## src/rtl/row_feeder_if.sv

```systemverilog
// Pixel-source and row-chain signals of row_feeder, bundled as one interface.
// master = pixel source / frame controller side, slave = the feeder itself.
interface row_feeder_if #(
    parameter int DATA_WIDTH_8 = 8,
    parameter int ADDR_WIDTH   = 10
);
    logic                    i_frame_start;
    logic                    i_pix_valid;
    logic [DATA_WIDTH_8-1:0] i_pix_data;
    logic                    o_pix_ready;
    logic                    o_wen;
    logic [DATA_WIDTH_8-1:0] o_fifo_in;
    logic [ADDR_WIDTH-1:0]   o_col;
    logic [ADDR_WIDTH-1:0]   o_row;
    logic                    o_window_valid;
    logic                    o_busy;
    logic                    o_frame_done;

    modport master (
        output i_frame_start, i_pix_valid, i_pix_data,
        input  o_pix_ready, o_wen, o_fifo_in, o_col, o_row,
               o_window_valid, o_busy, o_frame_done
    );

    modport slave (
        input  i_frame_start, i_pix_valid, i_pix_data,
        output o_pix_ready, o_wen, o_fifo_in, o_col, o_row,
               o_window_valid, o_busy, o_frame_done
    );
endinterface

```

## src/rtl/row_feeder.sv

```systemverilog
// Streams one FRAME_WIDTH x FRAME_HEIGHT frame of pixels into a row chain with coordinates.
// Optional macro ROW_FEEDER_FLUSH_EN appends one row of zero pixels after the frame.
module row_feeder #(
    parameter int DATA_WIDTH_8   = 8,
    parameter int ADDR_WIDTH     = 10,
    parameter int FRAME_WIDTH    = 320,
    parameter int FRAME_HEIGHT   = 240,
    parameter int INTEGRAL_WIDTH = 3
) (
    input logic         clk_os,
    input logic         reset_os,
    row_feeder_if.slave bus
);

    localparam logic [ADDR_WIDTH-1:0] LAST_COL  = ADDR_WIDTH'(FRAME_WIDTH - 1);
    localparam logic [ADDR_WIDTH-1:0] LAST_ROW  = ADDR_WIDTH'(FRAME_HEIGHT - 1);
    localparam logic [ADDR_WIDTH-1:0] WIN_EDGE  = ADDR_WIDTH'(INTEGRAL_WIDTH - 1);
`ifdef ROW_FEEDER_FLUSH_EN
    localparam logic [ADDR_WIDTH-1:0] FLUSH_ROW = ADDR_WIDTH'(FRAME_HEIGHT);
`endif

    typedef enum logic [1:0] {
        IDLE   = 2'd0,
        STREAM = 2'd1,
        FLUSH  = 2'd2,
        DONE   = 2'd3
    } state_t;

    state_t                  state_q, state_d;
    logic [ADDR_WIDTH-1:0]   col_q, col_d;
    logic [ADDR_WIDTH-1:0]   row_q, row_d;
    logic                    wen_q, wen_d;
    logic [DATA_WIDTH_8-1:0] fifo_in_q, fifo_in_d;
    logic [ADDR_WIDTH-1:0]   out_col_q, out_col_d;
    logic [ADDR_WIDTH-1:0]   out_row_q, out_row_d;
    logic                    window_valid_q, window_valid_d;
    logic                    transfer;

    assign transfer = (state_q == STREAM) && bus.i_pix_valid;

    always_comb begin
        state_d        = state_q;
        col_d          = col_q;
        row_d          = row_q;
        wen_d          = 1'b0;
        fifo_in_d      = fifo_in_q;
        out_col_d      = out_col_q;
        out_row_d      = out_row_q;
        window_valid_d = 1'b0;

        case (state_q)
            IDLE: begin
                if (bus.i_frame_start) begin
                    state_d = STREAM;
                    col_d   = '0;
                    row_d   = '0;
                end
            end

            STREAM: begin
                if (transfer) begin
                    wen_d          = 1'b1;
                    fifo_in_d      = bus.i_pix_data;
                    out_col_d      = col_q;
                    out_row_d      = row_q;
                    window_valid_d = (row_q >= WIN_EDGE) && (col_q >= WIN_EDGE);
                    if (col_q == LAST_COL) begin
                        col_d = '0;
                        if (row_q == LAST_ROW) begin
                            row_d = '0;
`ifdef ROW_FEEDER_FLUSH_EN
                            state_d = FLUSH;
`else
                            state_d = DONE;
`endif
                        end else begin
                            row_d = row_q + 1'b1;
                        end
                    end else begin
                        col_d = col_q + 1'b1;
                    end
                end
            end

`ifdef ROW_FEEDER_FLUSH_EN
            // Column counter is reused to walk the zero row below the frame.
            FLUSH: begin
                wen_d     = 1'b1;
                fifo_in_d = '0;
                out_col_d = col_q;
                out_row_d = FLUSH_ROW;
                if (col_q == LAST_COL) begin
                    col_d   = '0;
                    state_d = DONE;
                end else begin
                    col_d = col_q + 1'b1;
                end
            end
`endif

            DONE: begin
                state_d = IDLE;
            end

            default: begin
                state_d = IDLE;
            end
        endcase
    end

    always_ff @(posedge clk_os or posedge reset_os) begin
        if (reset_os) begin
            state_q        <= IDLE;
            col_q          <= '0;
            row_q          <= '0;
            wen_q          <= 1'b0;
            fifo_in_q      <= '0;
            out_col_q      <= '0;
            out_row_q      <= '0;
            window_valid_q <= 1'b0;
        end else begin
            state_q        <= state_d;
            col_q          <= col_d;
            row_q          <= row_d;
            wen_q          <= wen_d;
            fifo_in_q      <= fifo_in_d;
            out_col_q      <= out_col_d;
            out_row_q      <= out_row_d;
            window_valid_q <= window_valid_d;
        end
    end

    assign bus.o_pix_ready    = (state_q == STREAM);
    assign bus.o_busy         = (state_q != IDLE);
    assign bus.o_frame_done   = (state_q == DONE);
    assign bus.o_wen          = wen_q;
    assign bus.o_fifo_in      = fifo_in_q;
    assign bus.o_col          = out_col_q;
    assign bus.o_row          = out_row_q;
    assign bus.o_window_valid = window_valid_q;

endmodule

```

## src/flat_wrapper.sv

```systemverilog
// flat-port wrapper written by rule: the top's interface ports become plain ports
module row_feeder_flat 
#(
    parameter int DATA_WIDTH_8   = 8,
    parameter int ADDR_WIDTH     = 10,
    parameter int FRAME_WIDTH    = 320,
    parameter int FRAME_HEIGHT   = 240,
    parameter int INTEGRAL_WIDTH = 3
)
  (clk_os, reset_os, bus_i_frame_start, bus_i_pix_valid, bus_i_pix_data, bus_o_pix_ready, bus_o_wen, bus_o_fifo_in, bus_o_col, bus_o_row, bus_o_window_valid, bus_o_busy, bus_o_frame_done);
  row_feeder_if #(.DATA_WIDTH_8(DATA_WIDTH_8), .ADDR_WIDTH(ADDR_WIDTH)) bus_i ();
  input logic clk_os;
  input logic reset_os;
  input wire logic [$bits(bus_i.i_frame_start)-1:0] bus_i_frame_start;
  input wire logic [$bits(bus_i.i_pix_valid)-1:0] bus_i_pix_valid;
  input wire logic [$bits(bus_i.i_pix_data)-1:0] bus_i_pix_data;
  output wire logic [$bits(bus_i.o_pix_ready)-1:0] bus_o_pix_ready;
  output wire logic [$bits(bus_i.o_wen)-1:0] bus_o_wen;
  output wire logic [$bits(bus_i.o_fifo_in)-1:0] bus_o_fifo_in;
  output wire logic [$bits(bus_i.o_col)-1:0] bus_o_col;
  output wire logic [$bits(bus_i.o_row)-1:0] bus_o_row;
  output wire logic [$bits(bus_i.o_window_valid)-1:0] bus_o_window_valid;
  output wire logic [$bits(bus_i.o_busy)-1:0] bus_o_busy;
  output wire logic [$bits(bus_i.o_frame_done)-1:0] bus_o_frame_done;
  assign bus_i.i_frame_start = bus_i_frame_start;
  assign bus_i.i_pix_valid = bus_i_pix_valid;
  assign bus_i.i_pix_data = bus_i_pix_data;
  assign bus_o_pix_ready = bus_i.o_pix_ready;
  assign bus_o_wen = bus_i.o_wen;
  assign bus_o_fifo_in = bus_i.o_fifo_in;
  assign bus_o_col = bus_i.o_col;
  assign bus_o_row = bus_i.o_row;
  assign bus_o_window_valid = bus_i.o_window_valid;
  assign bus_o_busy = bus_i.o_busy;
  assign bus_o_frame_done = bus_i.o_frame_done;
  row_feeder #(.DATA_WIDTH_8(DATA_WIDTH_8), .ADDR_WIDTH(ADDR_WIDTH), .FRAME_WIDTH(FRAME_WIDTH), .FRAME_HEIGHT(FRAME_HEIGHT), .INTEGRAL_WIDTH(INTEGRAL_WIDTH)) u_core (.clk_os(clk_os), .reset_os(reset_os), .bus(bus_i));
endmodule
```

## config.mk

```make
export PLATFORM = sky130hd
export DESIGN_NAME = row_feeder_flat
export DESIGN_NICKNAME = d
export VERILOG_FILES = /design/src/rtl/row_feeder_if.sv /design/src/rtl/row_feeder.sv /design/src/flat_wrapper.sv
export SDC_FILE = /design/constraint.sdc
export NUM_CORES = 1
export LEC_CHECK = 0
export ABC_AREA = 1
export BUFFER_PORTS_ARGS = -buffer_cell sky130_fd_sc_hd__buf_2
export CELL_PAD_IN_SITES_DETAIL_PLACEMENT = 1
export CELL_PAD_IN_SITES_GLOBAL_PLACEMENT = 1
export CORE_MARGIN = 4
export CORE_UTILIZATION = 44
export DETAILED_ROUTE_END_ITERATION = 7
export PLACE_DENSITY_LB_ADDON = 0.08
export RECOVER_POWER = 100
export SLEW_MARGIN = 20
export SYNTH_ARGS = -nofsm -noshare
export SYNTH_HDL_FRONTEND = slang
export SYNTH_SLANG_ARGS = --single-unit
```

## constraint.sdc

```tcl
create_clock -name clk_os -period 4.5 [get_ports clk_os]
set_clock_uncertainty 0.2 [all_clocks]
set_input_delay 0.45 -clock clk_os [delete_from_list [all_inputs] [get_ports clk_os]]
set_output_delay 0.45 -clock clk_os [all_outputs]
set_load 0.01 [all_outputs]
```

==> impl_metrics.json <==
{
  "tightest_slew_ns": 2.361,
  "synth-seq-cells": 52,
  "io_pins": 45,
  "grt_overflow": 0,
  "yosysWarnings": 0,
  "dp_slack_ns": 2.078,
  "fin_setup_tns_ns": 0,
  "critPathMaxFanout": 47,
  "grt_usage_pct": 19.79,
  "grt_max_degree": 53,
  "io_buffers": 44,
  "grtUsageMet3_pct": 3.883,
  "first_iter_violations": 120,
  "routabilityCongestion": 0.8055,
  "htreeDepth": 2,
  "ir_drop_uv": 164.4,
  "report.final.hold_viol_count": 0,
  "met2_usage_pct": 33.40,
  "route.detailed.drc": 0,
  "grt_pass1_wl_mm": 11.55,
  "cpPeakStageDelay_ns": 0.75,
  "max-slew-margin-rel_pct": -58.23,
  "crit_slowest_cell": "inv_1",
  "antenna_found_initial": 0,
  "busiest_layer": "met2",
  "clockPowerShare_pct": 32.1,
  "grt_use_met1_pct": 26.63,
  "crit_family": "simple AND/OR/NAND/NOR gates",
  "ctsHoldBuffers": 0,
  "die-area_um2": 7250,
  "synthToLayoutAreaGrowth_pct": 8.791,
  "cp_num_buf_inv": 2,
  "whs_endpoint": "u_core.bus.o_fifo_in[2]",
  "ant_nets": 0,
  "cpMostUsedCell": "inv_1",
  "synthArstFlopShare_pct": 100.0,
  "path_class": "flop to flop",
  "setup_viol": 0,
  "final_nets": 378,
  "cts.sinks": 52,
  "cp.required_ns": 4.50,
  "core_um2": 5642,
  "antenna_cells": 0,
  "synthTopCellsByArea": "dfrtp_1 (50%), nand2_1 (16%), o21ai_2 (4.3%)",
  "power.share.switching_pct": 30.86,
  "crit_chain": "nor2_4 > inv_1 > nor2_1 > inv_1 > o21ai_0",
  "fmax_mhz": 321.3,
  "cts.reportedPaths.clkPinSlew_ns": 0.10,
  "cts_buffers": 5,
  "r2r_cells": 5,
  "nFillCells": 775,
  "die_h_um": 85.15,
  "p_int_uw": 819.4,
  "synth_top_area_share_pct": 49.69,
  "post_cts_buffers": 0,
  "avgSynthCellArea_um2": 8.158,
  "leakagePower_uw": 0.001417,
  "fin_crit_sh_pct": 69.16,
  "r2r_slack_ns": 1.39,
  "fin_ws_ns": 1.388,
  "reg2reg_to": "u_core.bus.o_col[6]",
  "power.density_nw_per_um2": 416.0,
  "synth_area_um2": 2619,
  "cts_tree": "yes",
  "outcome": "finished with violations",
  "arrival_ns": 3.11,
  "grt_pass1_vias": 2390,
  "wire_per_inst_um": 15.35,
  "start_util_pct": 46.42,
  "drt_wl_total_mm": 6.662,
  "insertion_delay_ns": 0.31,
  "yosys.area.top_type": "dfrtp_1",
  "comb_power_share_pct": 18.3,
  "viasPerCell": 5.194,
  "ys.flop_type": "dfrtp_1",
  "dp.final_hpwl_mm": 4.760,
  "min_period_ns": 3.112,
  "switchingPower_uw": 365.7,
  "sequentialPowerShare_pct": 49.6,
  "power_uw": 1185,
  "drive_gt1_share_pct": 8.287,
  "yosysUniqueCellTypes": 25,
  "worstReg2RegStart": "u_core.state_q[1]",
  "maxCapViolations": 1,
  "worstHoldPathCells": 3,
  "vias": 2254,
  "post_cts_resized": 0,
  "critPathCaptureType": "flop",
  "firstDrtPassIters": 5,
  "die_x_um": 85.15,
  "synthCells": 321,
  "syn_nets": 337,
  "cp-start-kind": "flop",
  "root_buffer": "clkbuf_8",
  "hold_class": "input port to flop",
  "clockBufferDepth": 2,
  "synth_edf_count": 0,
  "hp-start": "bus_i_pix_data[2]",
  "row_count": 27,
  "seq_area_frac_synth_pct": 49.69,
  "slew_violations": 53,
  "grt_setup_unrepaired": "no",
  "violations": "max-capacitance violations, max-slew violations"
}
[routing by layer]
layer  vias up  part of all wire [%]
met5         -                     0
met4         0                  0.96
met3         8                   4.4
met2        46                    47
met1      1102                    48
li1       1098                     -
[final cells by class]
class,count,area (um2),share of cell area (%)
clock inverters,2,60.06,2.108
repair buffers,44,178.9,6.280
well taps,72,90.09,3.162
multi-input cells,222,1010,35.44
inverters,37,140.1,4.919
flip-flops and latches,52,1301,45.67
clock buffers,5,68.82,2.415
[worst register-to-register path, stage by stage, from the launching register on]
cell	delay, ns
dfrtp_1	0.46
nor2_4	0.38
inv_1	0.15
nor2_1	0.59
inv_1	0.75
o21ai_0	0.47
[power by group through the flow]
stage               Combinational [uW]  Clock (uW)  Sequential (uW)
detailed placement                 250           0              596
floorplan                          157           0              599
CTS                                253         385              586
global route                       254         409              597
finish                             217         381              588
global placement                   239           0              590
[state kept, by name (all words and copies together) (netlist names)]
register                   count
u_core.col_q                  10
u_core.bus.o_window_valid      1
u_core.bus.o_col              10
u_core.bus.o_wen               1
u_core.bus.o_row              10
u_core.row_q                  10
u_core.state_q                 2
u_core.bus.o_fifo_in           8
[synth_stat cells, types with 4 or more instances]
cell type	count
buf_6	7
dfrtp_1	52
ha_1	4
inv_1	30
inv_2	7
nand2_1	109
nand3_1	18
nand4_1	10
nor2_1	23
nor3_1	4
o21ai_0	15
o21ai_1	8
o21ai_2	13
[cell families (layout without fill, tap and decap cells)]
kind of cell | count (synthesis) | in the layout | synth area share [%]
buf+inv | 47 | 88 | 8.839
fa+ha+maj | 4 | 4 | 1.911
simple gates | 179 | 179 | 30.24
compound gates | 39 | 39 | 9.317
flops | 52 | 52 | 49.69
[worst max-delay path by stage]
stage,depth (start not counted),start,slack (ns),to
after floorplan,1,reset_os,2.59,u_core.bus.o_col[0]
after global placement,6,u_core.state_q[1],2.21,u_core.bus.o_row[6]
after detailed placement,6,u_core.state_q[1],2.08,u_core.bus.o_row[7]
after CTS,6,u_core.state_q[1],2.05,u_core.bus.o_row[7]
after global routing,6,u_core.state_q[0],0.99,u_core.bus.o_col[3]
final,5,u_core.state_q[1],1.39,u_core.bus.o_col[6]
[cells in the final DEF, fill, tap and decap left out, types with 4 or more instances in the layout]
cell type / Yosys / routed
nand2_1: 109 / 112
nand3_1: 18 / 20
nand4_1: 10 / 10
nor2_1: 23 / 25
inv_1: 30 / 33
ha_1: 4 / 4
clkbuf_1: 1 / 33
o21ai_0: 15 / 33
dfrtp_1: 52 / 52
buf_2: 2 / 11
nor3_1: 4 / 4
clkbuf_8: 0 / 5
[metrics by stage]
stage          hold WS, ns  area, um2  utilization, %  cells
5_1_grt             0.1326       2849           50.50    434
6_report            0.1399       2849           50.50    434
2_1_floorplan       0.2993       2619               -    321
3_5_place_dp        0.2561       2836           50.28    427
3_3_place_gp        0.2486       2836           50.28    427
4_1_cts             0.1372       2965           52.56    434
No activity file was read; power rests on OpenSTA's default activity.
